==> config.mk <==
export PLATFORM = sky130hd
export DESIGN_NAME = sd_spi_flat
export DESIGN_NICKNAME = d
export VERILOG_FILES = /design/src/rtl/sd_spi_pkg.sv /design/src/rtl/sd_spi_if.sv /design/src/rtl/sd_spi_tick.sv /design/src/rtl/sd_spi.sv /design/src/flat_wrapper.sv
export SDC_FILE = /design/constraint.sdc
export NUM_CORES = 1
export LEC_CHECK = 0
export CAP_MARGIN = 30
export CORE_AREA = 2 2 47 81
export DETAILED_ROUTE_END_ITERATION = 16
export DIE_AREA = 0 0 49 83
export PLACE_DENSITY_LB_ADDON = 0.2
export SKIP_LAST_GASP = 1
export SLEW_MARGIN = 20
export SYNTH_ARGS = -nofsm -noshare
export SYNTH_HDL_FRONTEND = slang
export SYNTH_HIERARCHICAL = 1
export SYNTH_SLANG_ARGS = --single-unit
==> constraint.sdc <==
create_clock -name fclk -period 1.71 [get_ports fclk]
set_input_delay 0.171 -clock fclk [delete_from_list [all_inputs] [get_ports fclk]]
set_output_delay 0.171 -clock fclk [all_outputs]
set_load 0.01 [all_outputs]
==> src/rtl/sd_spi_pkg.sv <==
// sd_spi_pkg: shared constants and types for the SD-card SPI byte engine.
//   HalfDefault : default SCK half-period in fclk cycles
//   NumBits     : bits per exchange
//   SdoIdle     : MOSI level while idle
//   DoutRst     : received-byte value after reset
package sd_spi_pkg;

  localparam int unsigned HalfDefault = 2;
  localparam int unsigned NumBits     = 8;
  localparam logic        SdoIdle     = 1'b1;
  localparam logic [7:0]  DoutRst     = 8'hFF;

  typedef enum logic {
    StIdle,
    StXfer
  } state_e;

endpackage

==> src/rtl/sd_spi_if.sv <==
// sd_spi_if: host handshake plus SPI pins of the SD-card SPI engine.
//   start/din      : request and byte to send (host -> engine)
//   dout/busy/done : received byte, activity flag, completion pulse (engine -> host)
//   sck/sdo        : SPI clock and MOSI (engine -> card)
//   sdi            : MISO (card -> engine)
interface sd_spi_if;
  import sd_spi_pkg::*;

  logic               start;
  logic [NumBits-1:0] din;
  logic [NumBits-1:0] dout;
  logic               busy;
  logic               done;
  logic               sck;
  logic               sdo;
  logic               sdi;

  modport slave (
    input  start, din, sdi,
    output dout, busy, done, sck, sdo
  );

  modport master (
    output start, din, sdi,
    input  dout, busy, done, sck, sdo
  );

endinterface

==> src/rtl/sd_spi_tick.sv <==
// sd_spi_tick: half-period tick generator for SCK.
//   fclk, rst_n : clock, async active-low reset
//   en_i        : count while high (engine in XFER)
//   clr_i       : restart the half-period (exchange accepted)
//   tick_o      : high on the last fclk cycle of each half-period
module sd_spi_tick
  import sd_spi_pkg::*;
#(
  parameter int unsigned HALF = HalfDefault
) (
  input  logic fclk,
  input  logic rst_n,
  input  logic en_i,
  input  logic clr_i,
  output logic tick_o
);

  localparam int unsigned     CntW   = $clog2(HALF + 1);
  localparam logic [CntW-1:0] CntMax = CntW'(HALF - 1);

  logic [CntW-1:0] cnt_q, cnt_d;

  // Explicit wrap at HALF-1 keeps the count inside its range for every HALF.
  always_comb begin
    cnt_d = cnt_q;
    if (clr_i) begin
      cnt_d = '0;
    end else if (en_i) begin
      cnt_d = (cnt_q == CntMax) ? '0 : cnt_q + 1'b1;
    end
  end

  always_ff @(posedge fclk or negedge rst_n) begin
    if (!rst_n) begin
      cnt_q <= '0;
    end else begin
      cnt_q <= cnt_d;
    end
  end

  assign tick_o = en_i && (cnt_q == CntMax);

endmodule

==> src/rtl/sd_spi.sv <==
// sd_spi: SPI mode-0, MSB-first, 8-bit exchange engine for an SD card.
//   fclk   : sole clock
//   rst_n  : async active-low reset
//   spi_io : host handshake (start/din/dout/busy/done) and SPI pins (sck/sdo/sdi)
//   HALF   : SCK half-period in fclk cycles (1..255)
module sd_spi
  import sd_spi_pkg::*;
#(
  parameter int unsigned HALF = HalfDefault
) (
  input logic     fclk,
  input logic     rst_n,
  sd_spi_if.slave spi_io
);

  state_e             state_q;
  logic [NumBits-1:0] shreg_q;
  logic [NumBits-1:0] dout_q;
  logic [2:0]         bit_q;
  logic               busy_q, done_q, sck_q, sdo_q;
  logic               tick, xfer, last_fall, accept;

  assign xfer      = (state_q == StXfer);
  // The eighth falling SCK edge completes the exchange.
  assign last_fall = xfer && tick && sck_q && (bit_q == 3'(NumBits - 1));
  // A start landing exactly on the completion edge chains the next byte.
  assign accept    = spi_io.start && (!xfer || last_fall);

  sd_spi_tick #(
    .HALF (HALF)
  ) u_tick (
    .fclk   (fclk),
    .rst_n  (rst_n),
    .en_i   (xfer),
    .clr_i  (accept),
    .tick_o (tick)
  );

  always_ff @(posedge fclk or negedge rst_n) begin
    if (!rst_n) begin
      state_q <= StIdle;
      shreg_q <= '0;
      dout_q  <= DoutRst;
      bit_q   <= '0;
      busy_q  <= 1'b0;
      done_q  <= 1'b0;
      sck_q   <= 1'b0;
      sdo_q   <= SdoIdle;
    end else begin
      done_q <= 1'b0;
      if (last_fall) begin
        dout_q  <= {shreg_q[NumBits-2:0], spi_io.sdi};
        done_q  <= 1'b1;
        sck_q   <= 1'b0;
        sdo_q   <= SdoIdle;
        busy_q  <= 1'b0;
        state_q <= StIdle;
      end else if (xfer && tick) begin
        sck_q <= ~sck_q;
        if (sck_q) begin
          // Falling SCK: capture MISO, present the next MOSI bit.
          shreg_q <= {shreg_q[NumBits-2:0], spi_io.sdi};
          sdo_q   <= shreg_q[NumBits-2];
          bit_q   <= bit_q + 3'd1;
        end
      end
      // Later assignments win, so a chained accept overrides the return to idle.
      if (accept) begin
        state_q <= StXfer;
        busy_q  <= 1'b1;
        shreg_q <= spi_io.din;
        sdo_q   <= spi_io.din[NumBits-1];
        sck_q   <= 1'b0;
        bit_q   <= '0;
      end
    end
  end

  assign spi_io.dout = dout_q;
  assign spi_io.busy = busy_q;
  assign spi_io.done = done_q;
  assign spi_io.sck  = sck_q;
  assign spi_io.sdo  = sdo_q;

endmodule

==> src/flat_wrapper.sv <==
// flat-port wrapper written by rule: the top's interface ports become plain ports
module sd_spi_flat import sd_spi_pkg::*;
#(
  parameter int unsigned HALF = HalfDefault
)
  (fclk, rst_n, spi_io_start, spi_io_din, spi_io_sdi, spi_io_dout, spi_io_busy, spi_io_done, spi_io_sck, spi_io_sdo);
  sd_spi_if spi_io_i ();
  input logic fclk;
  input logic rst_n;
  input wire logic [$bits(spi_io_i.start)-1:0] spi_io_start;
  input wire logic [$bits(spi_io_i.din)-1:0] spi_io_din;
  input wire logic [$bits(spi_io_i.sdi)-1:0] spi_io_sdi;
  output wire logic [$bits(spi_io_i.dout)-1:0] spi_io_dout;
  output wire logic [$bits(spi_io_i.busy)-1:0] spi_io_busy;
  output wire logic [$bits(spi_io_i.done)-1:0] spi_io_done;
  output wire logic [$bits(spi_io_i.sck)-1:0] spi_io_sck;
  output wire logic [$bits(spi_io_i.sdo)-1:0] spi_io_sdo;
  assign spi_io_i.start = spi_io_start;
  assign spi_io_i.din = spi_io_din;
  assign spi_io_i.sdi = spi_io_sdi;
  assign spi_io_dout = spi_io_i.dout;
  assign spi_io_busy = spi_io_i.busy;
  assign spi_io_done = spi_io_i.done;
  assign spi_io_sck = spi_io_i.sck;
  assign spi_io_sdo = spi_io_i.sdo;
  sd_spi #(.HALF(HALF)) u_core (.fclk(fclk), .rst_n(rst_n), .spi_io(spi_io_i));
endmodule
==> impl_metrics.py <==
metrics = {
    "clock_network": {
        "cts-htree-levels": 1,
        "ctsHoldBuffers": 0,
        "path_clk_slew_ps": 80,
        "root_buffer": "clkbuf_8",
        "clk_path_buf_depth": 2,
        "cts_sinks": 24,
        "clock_latency_ps": 260,
        "cts_buffers": 3,
        "cts_tree": "yes",
    },
    "logic_synthesis": {
        "synthFlopType": "dfrtp_1",
        "synth_top_area_share_pct": 34.8,
        "synth-seq-cells": 24,
        "yosysUniqueCellTypes": 28,
        "yosys-top-cells-area": "dfrtp_1 35%, dfstp_2 22%, mux2_2 6.3%, a221oi_1 4.1%, inv_1 3.8%",
        "synth_compound_area_share_pct": 10.4,
        "netlist_instances": 96,
        "synth_fp_nets": 110,
        "synth_xor_area_share_pct": 1.62,
        "yosysWarningCount": 6,
        "synth.largest_area_cell": "dfrtp_1",
        "synthMuxAreaShare_pct": 10.9,
        "synth_seq_area_share_pct": 56.7,
        "synth_top_family_by_area": "simple AND/OR/NAND/NOR gates",
        "synth.avg_cell_area_um2": 11.2,
        "synth_fa_ha_area_share_pct": 2.32,
        "ys_async_sr_fraction_pct": 100,
        "synthSimpleGateAreaFrac_pct": 11.5,
        "mappedNetlistArea_um2": 1080,
        "synth_edf_count": 0,
    },
    "route": {
        "dr.pass1.iters": 3,
        "wirelength_mm": 2.17,
        "via_per_inst": 4.59,
        "drtIter0Drc": 7,
        "vias": 808,
        "drtAntennaViolNets": 0,
        "wl_per_cell_um": 12.3,
        "drc": 0,
    },
    "sta": {
        "setup-tns-final_ps": -111,
        "finalCritPeriodShare_pct": 103,
        "setup_viol": 2,
        "fin_ws_ps": -56.3,
        "finalHoldViolCount": 0,
        "slew_viol_final": 0,
        "skew_ps": 1.07,
        "relSlewSlack_pct": 65.1,
        "rsz0062_at_grt": "yes",
        "min_period_ps": 1770,
        "clock.fmax_mhz": 566,
        "hold_slack_ps": 258,
        "tightest_slew_ps": 523,
    },
    "floorplan": {
        "num_rows": 28,
        "design.die.area_um2": 4070,
        "start_util_pct": 31.8,
        "die_y_um": 83,
        "die_w_um": 49,
        "ios": 24,
        "core_um2": 3400,
    },
    "placement": {
        "place_ws_ps": -38.9,
        "portBuffers": 23,
        "post-dp-hpwl_mm": 1.64,
        "gp_congestion": 0.744,
    },
    "pwr": {
        "p_leak_nw": 0.687,
        "power.density_nw_per_um2": 1670,
        "ir_drop_mv": 0.691,
    },
    "run_status": {
        "violations": "negative setup slack",
        "outcome": "finished, violations left",
    },
    "grt": {
        "grt_use_total_pct": 12.2,
        "overflow": 0,
        "grt_pass1_wl_mm": 3.90,
        "grt_max_degree": 25,
        "antenna_found_initial": 0,
        "grt_pass1_vias": 863,
    },
    "layout": {
        "diodes": 0,
        "utilization_pct": 44.5,
        "drive_gt1_share_pct": 29.0,
        "nets": 146,
        "areaGrowthSynthToFinish_pct": 40.1,
    },
    "flow_run": {
        "cap_violations": 0,
    },
    "min_path": {
        "hold_class": "in2async",
    },
    "worst_setup_path": {
        "cp.required_ps": 1860,
        "critPathLaunchType": "register",
        "cp_max_fo": 4,
        "worstSetupPathType": "reg2reg",
        "cp.arrival_ps": 1920,
        "worst_setup_path_end_kind": "register",
    },
}
==> worst max-delay path: stages, from the launching register on <==
cell and delay, ps:
dfrtp_1 390, ha_2 200, ha_4 150, nand4b_1 300, mux2_4 360, mux2_2 260
==> report_power, final <==
| part | internal, mW | total [mW] | switching, mW |
|---|---|---|---|
| clock | 0.206 | 0.381 | 0.175 |
| combinational | 0.638 | 1.12 | 0.478 |
| sequential | 0.879 | 1.03 | 0.152 |
| total | 1.72 | 2.53 | 0.806 |
==> final timing paths <==
kind | depth (start not counted) | end | slack [ps] | start
max in group asynchronous | 2 | u_core/spi_io.dout[3]$_DFFE_PN1P_ | 1160 | rst_n
min | 2 | u_core/spi_io.done$_DFF_PN0_ | 260 | rst_n
max | 5 | u_core/shreg_q[4]$_DFFE_PN0P_ | -60 | u_core/bit_q[1]$_DFFE_PN0P_
min in group fclk | 3 | u_core/shreg_q[1]$_DFFE_PN0P_ | 450 | spi_io_din[1]
min reg2reg | 2 | u_core/spi_io.dout[2]$_DFFE_PN1P_ | 480 | u_core/spi_io.dout[2]$_DFFE_PN1P_
max reg2reg | 5 | u_core/shreg_q[4]$_DFFE_PN0P_ | -60 | u_core/bit_q[1]$_DFFE_PN0P_
==> per-stage QoR <==
stage               power, mW  instance area (µm²)  cells
floorplan                1.67                 1100     96
global placement         2.09                 1420    169
detailed placement       2.12                 1420    169
CTS                      2.53                 1480    174
global route             2.74                 1510    176
finish                   2.53                 1510    176
==> Yosys cell counts (2+ instances only) <==
cell and instances:
dfrtp_1 15, inv_1 11, nor2_1 11, dfstp_2 9, nand2_1 8, mux2_2 6
o21ai_0 6, a221oi_1 5, buf_4 2, ha_1 2, mux2_4 2, mux2i_1 2
nand3_1 2
==> final cells by class <==
cell class | count | area (µm²)
Clock buffer | 4 | 55.1
Fill cell | 345 | 1890
Inverter | 11 | 41.3
Timing Repair Buffer | 35 | 320
Tap cell | 45 | 56.3
Sequential cell | 24 | 612
Multi-Input combinational cell | 57 | 428
==> cell families (layout without fill, tap and decap cells) <==
logic type                 count (synthesis)  in the layout
AOI/OAI and AO/OA                         16             16
xor gates and xnor gates                   2              2
adders and majority gates                  2              2
buffers and inverters                     15             50
DFF                                       24             24
muxes                                     10             10
and+or+nand+nor                           27             27
==> sequential cells by signal, summed over array words and instances, names as in the netlist <==
signal,cells
u_core/spi_io.busy,1
u_core/spi_io.sck,1
u_core/spi_io.sdo,1
u_core/bit_q,3
u_core/spi_io.done,1
u_core/shreg_q,7
u_core/u_tick/cnt_q,2
u_core/spi_io.dout,8
==> cells in the final DEF, fill, tap and decap left out <==
cell type         n
nand2_1           8
nand4b_1          1
clkdlybuf4s50_1  23
buf_4            12
a21boi_4          1
nor2_2            1
o21ai_0           6
a31oi_1           1
a221oi_1          4
nor2_1           10
o2bb2ai_1         1
dfstp_2           9
a21oi_1           1
nor2b_1           1
xnor2_1           1
dfrtp_1          15
nand2b_1          1
and3b_1           1
xor2_1            1
ha_2              1
nand4_1           1
mux2i_1           2
ha_4              1
nand3_1           2
clkbuf_8          4
a21o_1            1
mux2_4            2
mux2_2            6
a221oi_2          1
inv_1            11
and3_1            1
==> per-layer routing <==
metal	vias to the layer above	part of all wire [%]	global-route usage (%)	wire length [µm]
li1	391	-	-	-
met2	18	51	21.3	1110
met3	4	4.2	1.98	91
met5	-	0	0	0
met1	395	43	14.3	933
met4	0	1.6	5.45	35
==> repair_timing <==
action | 4_1_cts | 5_1_grt
setup endpoints to repair | 3 | 13
setup buffers | 1 | 2
gates resized for setup | 0 | 2
(Power assumes the default switching activity.)
